<file path="src/rtl/emission_weight_pkg.sv">
// Shared definitions for the emission-weighting stage of the HMM forward pass:
// default sizes, the Q0.DATA_PREC multiply and the control FSM states.
package emission_weight_pkg;

    localparam int unsigned DATA_PREC     = 16;
    localparam int unsigned HIDDEN_STATES = 4;
    localparam int unsigned OBS_SYMBOLS   = 4;
    localparam int unsigned OBS_W         = $clog2(OBS_SYMBOLS + 1);

    typedef enum logic [1:0] {
        StIdle,
        StCalc,
        StDone
    } state_e;

    // Q0.DATA_PREC product, truncated back to DATA_PREC fractional bits.
    function automatic logic [DATA_PREC-1:0] multiply(input logic [DATA_PREC-1:0] a,
                                                      input logic [DATA_PREC-1:0] b);
        logic [2*DATA_PREC-1:0] ext_a;
        logic [2*DATA_PREC-1:0] ext_b;
        ext_a = {{DATA_PREC{1'b0}}, a};
        ext_b = {{DATA_PREC{1'b0}}, b};
        return DATA_PREC'((ext_a * ext_b) >> DATA_PREC);
    endfunction

endpackage

</file>
<file path="src/rtl/sat_accum.sv">
// Saturating unsigned accumulator: synchronous clear, add-enable, clamps at the
// all-ones value instead of wrapping.
module sat_accum #(
    parameter int unsigned WIDTH = 16
) (
    input  logic             clk,
    input  logic             rst_n,
    input  logic             clr,
    input  logic             add_en,
    input  logic [WIDTH-1:0] operand,
    output logic [WIDTH-1:0] sum
);

    logic [WIDTH-1:0] sum_q, sum_d;
    logic [WIDTH:0]   wide;

    always_comb begin
        wide  = {1'b0, sum_q} + {1'b0, operand};
        sum_d = sum_q;
        if (clr) begin
            sum_d = '0;
        end else if (add_en) begin
            sum_d = wide[WIDTH] ? {WIDTH{1'b1}} : wide[WIDTH-1:0];
        end
    end

    always_ff @(posedge clk or negedge rst_n) begin
        if (!rst_n) begin
            sum_q <= '0;
        end else begin
            sum_q <= sum_d;
        end
    end

    assign sum = sum_q;

endmodule

</file>
<file path="src/rtl/emission_weight.sv">
// Emission weighting: alpha[k] = pred[k] * B[k][obs], one element per cycle through a
// single shared multiplier, with a saturating running sum of the weighted vector.
module emission_weight #(
    parameter int unsigned DATA_PREC     = emission_weight_pkg::DATA_PREC,
    parameter int unsigned HIDDEN_STATES = emission_weight_pkg::HIDDEN_STATES,
    parameter int unsigned OBS_SYMBOLS   = emission_weight_pkg::OBS_SYMBOLS,
    parameter int unsigned OBS_W         = $clog2(OBS_SYMBOLS + 1)
) (
    input  logic                                                    clk,
    input  logic                                                    rst_n,
    input  logic                                                    in_valid,
    output logic                                                    in_ready,
    input  logic [HIDDEN_STATES-1:0][DATA_PREC-1:0]                 pred,
    input  logic [OBS_W-1:0]                                        obs,
    input  logic [OBS_SYMBOLS-1:0][HIDDEN_STATES-1:0][DATA_PREC-1:0] emis,
    output logic                                                    out_valid,
    input  logic                                                    out_ready,
    output logic [HIDDEN_STATES-1:0][DATA_PREC-1:0]                 alpha,
    output logic [DATA_PREC-1:0]                                    alpha_sum,
    output logic                                                    obs_err
);

    import emission_weight_pkg::*;

    localparam int unsigned KW    = (HIDDEN_STATES > 1) ? $clog2(HIDDEN_STATES) : 1;
    localparam logic [KW-1:0] KLast = KW'(HIDDEN_STATES - 1);

    state_e                                  state_q, state_d;
    logic [KW-1:0]                           k_q, k_d;
    logic [HIDDEN_STATES-1:0][DATA_PREC-1:0] pred_q;
    logic [HIDDEN_STATES-1:0][DATA_PREC-1:0] alpha_q;
    logic [OBS_W-1:0]                        obs_q;
    logic                                    obs_err_q;
    logic                                    obs_bad;
    logic                                    accept;
    logic                                    calc_en;
    logic [DATA_PREC-1:0]                    pred_k;
    logic [DATA_PREC-1:0]                    emis_k;
    logic [DATA_PREC-1:0]                    prod;

    assign obs_bad = (32'(obs) >= OBS_SYMBOLS);

    always_comb begin
        state_d   = state_q;
        k_d       = k_q;
        in_ready  = 1'b0;
        out_valid = 1'b0;
        accept    = 1'b0;
        calc_en   = 1'b0;
        unique case (state_q)
            StIdle: begin
                in_ready = 1'b1;
                if (in_valid) begin
                    accept  = 1'b1;
                    k_d     = '0;
                    state_d = StCalc;
                end
            end
            StCalc: begin
                calc_en = 1'b1;
                if (k_q == KLast) begin
                    k_d     = '0;
                    state_d = StDone;
                end else begin
                    k_d = k_q + KW'(1);
                end
            end
            StDone: begin
                out_valid = 1'b1;
                if (out_ready) begin
                    state_d = StIdle;
                end
            end
            default: state_d = StIdle;
        endcase
    end

    // An out-of-range symbol selects no row, so every product collapses to zero.
    always_comb begin
        emis_k = '0;
        for (int o = 0; o < OBS_SYMBOLS; o++) begin
            if (obs_q == OBS_W'(o)) begin
                emis_k = emis[o][k_q];
            end
        end
    end

    assign pred_k = pred_q[k_q];
    assign prod   = multiply(pred_k, emis_k);

    always_ff @(posedge clk or negedge rst_n) begin
        if (!rst_n) begin
            state_q   <= StIdle;
            k_q       <= '0;
            pred_q    <= '0;
            obs_q     <= '0;
            obs_err_q <= 1'b0;
            alpha_q   <= '0;
        end else begin
            state_q <= state_d;
            k_q     <= k_d;
            if (accept) begin
                pred_q    <= pred;
                obs_q     <= obs;
                obs_err_q <= obs_bad;
            end
            if (calc_en) begin
                alpha_q[k_q] <= prod;
            end
        end
    end

    sat_accum #(
        .WIDTH (DATA_PREC)
    ) u_sat_accum (
        .clk     (clk),
        .rst_n   (rst_n),
        .clr     (accept),
        .add_en  (calc_en),
        .operand (prod),
        .sum     (alpha_sum)
    );

    assign alpha   = alpha_q;
    assign obs_err = obs_err_q;

endmodule

</file>
<file path="config.mk">
export PLATFORM = sky130hd
export DESIGN_NAME = emission_weight
export DESIGN_NICKNAME = d
export VERILOG_FILES = /design/src/rtl/emission_weight_pkg.sv /design/src/rtl/sat_accum.sv /design/src/rtl/emission_weight.sv
export SDC_FILE = /design/constraint.sdc
export NUM_CORES = 1
export LEC_CHECK = 0
export CAP_MARGIN = 20
export CORE_AREA = 2 2 220 222
export DETAILED_ROUTE_END_ITERATION = 16
export DIE_AREA = 0 0 222 224
export GPL_ROUTABILITY_DRIVEN = 0
export MAX_ROUTING_LAYER = met4
export PLACE_DENSITY = 0.66
export SETUP_SLACK_MARGIN = 0.2
export SLEW_MARGIN = 20
export SYNTH_ARGS = -nofsm -noshare
export SYNTH_HDL_FRONTEND = slang
export SYNTH_SLANG_ARGS = --single-unit
</file>
<file path="constraint.sdc">
create_clock -name clk -period 18.71 [get_ports clk]
set_input_delay 3.742 -clock clk [delete_from_list [all_inputs] [get_ports clk]]
set_output_delay 3.742 -clock clk [all_outputs]
set_load 0.01 [all_outputs]
</file>
# ---- Yosys cells after proc, flatten, opt, wreduce, memory -nomap -nowiden
# Cells that the tools add are included.
dict set report totals {
  word_cells 67
  ff_bits 152
  input_bits 327
}
dict set report classes {
  n_eq_ne 9
  reduce_logical 7
  n_lt_le_gt_ge 3
  multipliers 1
  mux 32
  n_addsub 2
}
# cell n
set ops {}
lappend ops {{$mux W16} 13}
lappend ops {{$bmux W16 S2} 5}
lappend ops {{$bwmux W64} 1}
lappend ops {{$demux W16 S2} 1}
lappend ops {{$mul A16 B16 Y32} 1}
lappend ops {{$add A16 B16 Y17} 1}
lappend ops {{$mux W2} 5}
lappend ops {{$eq A3 B2 Y1 const B} 2}
lappend ops {{$ne A2 B2 Y1 const B} 3}
lappend ops {{$pmux W2 S3} 1}
lappend ops {{$mux W1} 5}
lappend ops {{$eq A2 B2 Y1 const B} 2}
lappend ops {{$pmux W2 S2} 1}
lappend ops {{$reduce_bool A2 Y1} 2}
lappend ops {{$eq A3 B1 Y1 const B} 1}
lappend ops {{$ge A3 B3 Y1 const B} 1}
lappend ops {{$logic_not A3 Y1} 1}
lappend ops {{$lt A2 B3 Y1 const B} 1}
lappend ops {{$reduce_and A3 Y1} 1}
lappend ops {{$add A2 B1 Y2 const B} 1}
lappend ops {{$eq A2 B1 Y1 const B} 1}
lappend ops {{$ge A2 B1 Y1 const B} 1}
lappend ops {{$logic_not A2 Y1} 1}
lappend ops {{$reduce_and A2 Y1} 1}
lappend ops {{$logic_and A1 B1 Y1} 1}

# ---- Longest topological paths before layout
dict set report depth {
  ltp_word 11
  mapped_depth 42
  ltp_nobuf 37
}

# ---- Hierarchy
# From an unflattened synthesis, not the netlist that was laid out.
dict set report hier_totals {
  cells_unflattened 1989
  area_unflattened_um2 17944.7
}
# module cells_per_inst seq_area_each_um2 area_per_inst_um2 n_inst
set modules_own_cells {}
lappend modules_own_cells {emission_weight 1808 3403.3 16363.2 1}
lappend modules_own_cells {sat_accum 181 400.4 1581.5 1}

# ---- Least setup slack after synthesis
# Ideal clock, no wire load.
dict set report synth_path {
  path_type {input port to flip-flop}
  startpoint {in emis[244] in the netlist's numbering}
  endpoint {reg u_sat_accum.sum_q[10], in the netlist u_sat_accum.sum[10]}
  t_arrival_ns 12.374
  t_required_ns 18.573
  setup_ns 0.137
  n_path_buf 2
  path_slack_ns 6.199
  stages 35
  cell_sequence {mux4_2 mux4_2 nand2b_1 clkbuf_1 nor2_1 fa_1 inv_1 fa_1 fa_1 inv_1 fa_1 fa_1 inv_1 fa_1 inv_1 ha_1 a21o_1 a21o_1 a21o_1 o21a_1 o21ai_0 a21oi_4 nor2_2 o21ai_1 xnor2_1 inv_1 ha_1 or3_1 o211ai_1 a31oi_1 a31oi_1 o21bai_1 a211oi_1 clkbuf_1 a21oi_1}
}
dict set report synth_via {
  elab_chain_cells 8
}
# item line_no
set synth_lines {}
lappend synth_lines {{start, declared} emission_weight.sv:15} ;# input logic [OBS_SYMBOLS-1:0][HIDDEN_STATES-1:0][DATA_PREC-1:0] emis,
lappend synth_lines {{$bmux W16 S2} emission_weight.sv:83} ;# emis_k = emis[o][k_q];
lappend synth_lines {{$mux W16 (implied by the code)} emission_weight.sv:83}
lappend synth_lines {{$mux W16} emission_weight.sv:82} ;# if (obs_q == OBS_W'(o)) begin
lappend synth_lines {{$mul A16 B16 Y32} emission_weight_pkg.sv:23} ;# return DATA_PREC'((ext_a * ext_b) >> DATA_PREC);
lappend synth_lines {{named net prod[6]} emission_weight.sv:39} ;# logic [DATA_PREC-1:0] prod;
lappend synth_lines {{$add A16 B16 Y17} sat_accum.sv:18} ;# wide = {1'b0, sum_q} + {1'b0, operand};
lappend synth_lines {{$mux W16} sat_accum.sv:23} ;# sum_d = wide[WIDTH] ? {WIDTH{1'b1}} : wide[WIDTH-1:0];
lappend synth_lines {{$mux W16} sat_accum.sv:22} ;# end else if (add_en) begin
lappend synth_lines {{$mux W16} sat_accum.sv:20} ;# if (clr) begin
lappend synth_lines {{end signal, assigned} sat_accum.sv:31} ;# sum_q <= sum_d;
lappend synth_lines {{end, declared} sat_accum.sv:14} ;# logic [WIDTH-1:0] sum_q, sum_d;
# The timed path passes the listed nets, and every way through them passes these cells. The select of a mux whose other input is x is not followed.
# A chain may end at the register's enable or synchronous reset.

# ---- Final worst setup path
dict set report layout_path {
  startpoint {in emis[21] in the netlist's numbering}
  endpoint {reg u_sat_accum.sum_q[5], in the netlist u_sat_accum.sum[5]}
}
dict set report layout_via {
  elab_chain_cells 11
}
# item line_no
set layout_lines {}
lappend layout_lines {{$bmux W16 S2} emission_weight.sv:83}
lappend layout_lines {{$mux W16 (implied by the code)} emission_weight.sv:83}
lappend layout_lines {{$mux W16 (4 in series)} emission_weight.sv:82}
lappend layout_lines {{$mul A16 B16 Y32} emission_weight_pkg.sv:23}
lappend layout_lines {{named net prod[6]} emission_weight.sv:39}
lappend layout_lines {{$add A16 B16 Y17} sat_accum.sv:18}
lappend layout_lines {{$mux W16} sat_accum.sv:23}
lappend layout_lines {{$mux W16} sat_accum.sv:22}
lappend layout_lines {{$mux W16} sat_accum.sv:20}
# The timed path passes the listed nets, and every way through them passes these cells. The select of a mux whose other input is x is not followed.

==> impl_results.md <==
* Result of the run: finished clean
* All-layer global routing usage at approximately a quarter
* Overflow after GRT at 0
* HPWL Detailed at around 47 mm
* Root Driver: sky130_fd_sc_hd__clkbuf_16
* Number of synthesized register bits at 152
* I/O Buffers at about 400
* Maximum clock rate at about 75 MHz
* Average footprint of a synthesized cell at 9.242 µm²
* Pin count of the biggest net entering global routing at between 80 and 90
* Wirelength, routed at 57.05 mm
* Data required, critical path at ~19 ns
* Worst max-slew margin expressed relative to the limit at between 20% and 30%
* Dominant synthesized flop cell: sky130_fd_sc_hd__dfrtp_1
* Area of the placeable core at about 47000 µm²
* Number of synthesized flops with an enable pin at 0
* Post-Syn Nets at 2475
* Post-detailed-route DRC marker count at 0
* Number of global-route vias before repair at approximately 15000
* Number of top-level pins at between 400 and 500
* Wire length of the first global-routing pass at ~88 mm
* Worst setup SP type: input pin
* Sequential fraction of the synthesis area at 22.45%
* Min-Delay Path Class: register to register
* Final sum of negative setup slack at 0 ns
* Number of H-tree levels at 4
* Worst-path cell with the longest stage delay: sky130_fd_sc_hd__clkdlybuf4s50_1
* Commonest non-fill, non-tap cells in the layout: 422 x sky130_fd_sc_hd__nand2_1, 408 x sky130_fd_sc_hd__clkdlybuf4s50_1, 270 x sky130_fd_sc_hd__inv_1
* Slew @ Worst Pin at about 1.1 ns
* Most prevalent standard cell on the critical path: sky130_fd_sc_hd__fa_1
* Max clock buf depth at 2
* Critical Path AT at 13.58 ns
* Max_cap viols at 0
* Final critical-path share of the clock period at 70.89%
* FF-to-FF Start: k_q[1]
* Post-CTS sizing at 0
* Routed len/inst at about 20 µm
* TritonCTS clock tree: built
* Hold buffer count at cts at 0
* Setup repair after global routing missed its margin: no
* Hold Fails Final Rpt at 0
* Initial standard-cell utilization of the core at 35.78%
* Area added between synthesis and finish at 31.64%
* Share of post-route cells with drive strength above 1 at 7.320%
* Start point of the critical path: emis[21]
* Post-CTS setup buffer count at 0
* Die Wd at roughly 220 µm
* Number of design-rule violations left by the first detailed-router iteration at approximately 1100
* Distinct cell type count of the synthesized netlist at 54
* Most common cell after layout, fill and taps aside: sky130_fd_sc_hd__nand2_1
* 1st-pass router iterations at 5
* Synth warnings at 0
* Nature of the critical path endpoint: register
* Clock tree sinks at between 150 and 200
* Number of pins with negative max-slew slack in the final report at 0
* Skew final at 0.01100 ns
* Post-synthesis instance area at between 15000 and 20000 µm²
* Number of buffers added by the clock tree synthesis step at 17
* Number of instances in the synthesized netlist at between 1500 and 2000
* Height of the die at approximately 220 µm
* Worst min-delay path startpoint: pred_q[7]
* Endpoints failing setup at 0
* Critical Setup Path Class: input pin to register
* Clock transition at the registers of the reported paths at 0.07 ns
* Routed vias at 14660
* Num rows at 80
* Peak fanout along the critical path at 15
* Die ar. at 49730 µm²
* Clock latency at the later pin of the worst-skew pair at approximately 0.44 ns
* Number of antenna violations at the first check in global routing at 9
* Number of nets in the finished design at about 2800
* Share of flip-flops with an asynchronous set or reset after synthesis at between 90% and 100%
* Number of nets still failing antenna checks after routing at 0
* Critical path's largest stage delay at around 0.56 ns
* Final critical path time including I/O delays and setup at 13.26 ns
* Vias per std cell at about 5.2
-- flip-flops by register name (all words and copies together) (netlist names) --
register,flops
u_sat_accum.sum,16
obs_err,1
k_q,2
alpha,64
obs_q,3
state_q,2
pred_q,64
-- worst max-delay path, delay by kind of cell --
kind	cells	cell delay (ns)
adders and majority gates	8	3.55
AOI/OAI and AO/OA	13	2.39
and+or+nand+nor	4	1.29
buffers and inverters	7	1.11
muxes	2	1.00
xor gates and xnor gates	1	0.47
-- per-stage QoR --
step / cells / setup WS [ns] / util, % / instance area, µm² / hold slack [ns]
after floorplan: 1833 / 6.199 / - / 16940 / 0.4401
final: 2836 / 5.447 / 47.10 / 22300 / 0.4725
after detailed placement: 2796 / 5.089 / 45.79 / 21680 / 0.4568
after global placement: 2796 / 5.357 / 45.78 / 21670 / 0.4525
after global routing: 2835 / 4.773 / 47.10 / 22300 / 0.4934
after CTS: 2828 / 5.523 / 47.04 / 22270 / 0.4739
-- layer usage --
metal,vias up,GRT usage [%],share of wire [%]
li1,6668,-,-
met1,7347,32.03,42
met2,578,35.79,47
met3,65,6.047,9.1
met4,0,5.929,1.9
met5,-,-,0
-- worst paths after layout --
check / depth (start not counted) / endpoint / slack, ns
setup reg to reg: 36 / u_sat_accum.sum[5] / 7.60
max in group asynchronous: 2 / k_q[1] / 13.91
setup / recovery: 35 / u_sat_accum.sum[5] / 5.45
hold reg to reg: 2 / pred_q[7] / 0.47
hold / removal: 2 / pred_q[7] / 0.47
min in group asynchronous: 1 / alpha[44] / 3.36
-- cells in the mapped netlist, types with 12 or more instances --
cell                       instances  area share (%)
sky130_fd_sc_hd__a21oi_1          62             1.8
sky130_fd_sc_hd__and2_1           39             1.4
sky130_fd_sc_hd__fa_1            194              23
sky130_fd_sc_hd__nand2_1         423             9.4
sky130_fd_sc_hd__ha_1            121             8.9
sky130_fd_sc_hd__dfrtp_1         152              22
sky130_fd_sc_hd__nand2b_1         20            0.74
sky130_fd_sc_hd__nor2_1           92             2.0
sky130_fd_sc_hd__o21ai_1          47             1.4
sky130_fd_sc_hd__mux2i_1          29             1.7
sky130_fd_sc_hd__nor2b_1          18            0.66
sky130_fd_sc_hd__clkbuf_1         60             1.3
sky130_fd_sc_hd__o21ai_0          45             1.3
sky130_fd_sc_hd__a21o_1           17            0.75
sky130_fd_sc_hd__inv_1           270             6.0
sky130_fd_sc_hd__mux4_2           71             9.4
sky130_fd_sc_hd__xnor2_1          17            0.88
sky130_fd_sc_hd__a211oi_1         23             1.0
sky130_fd_sc_hd__mux2_2           12            0.80
sky130_fd_sc_hd__buf_1            13            0.29
-- layout make-up --
cell class | count | area, µm²
well taps | 615 | 769.5
fillers | 4418 | 25040
diodes | 8 | 20.02
flip-flops and latches | 152 | 3811
inverters | 270 | 1013
clock buffers | 18 | 439.2
multi-input cells | 1327 | 11830
repair buffers | 432 | 4268
clock inverters | 14 | 152.6
-- kinds of logic (layout without fill, tap and decap cells) --
family	after synthesis	after routing	synth area share, %
adders and majority gates	315	315	31.86
muxes	112	112	11.95
buffers and inverters	354	734	7.999
DFF	152	152	22.45
AOI/OAI and AO/OA	241	241	8.678
and+or+nand+nor	632	632	15.66
other	0	8	0
xor gates and xnor gates	27	27	1.396
Power is left out: the tool's default activity adds up to more than one toggle a clock period on the data nets, which glitch-free logic cannot reach.
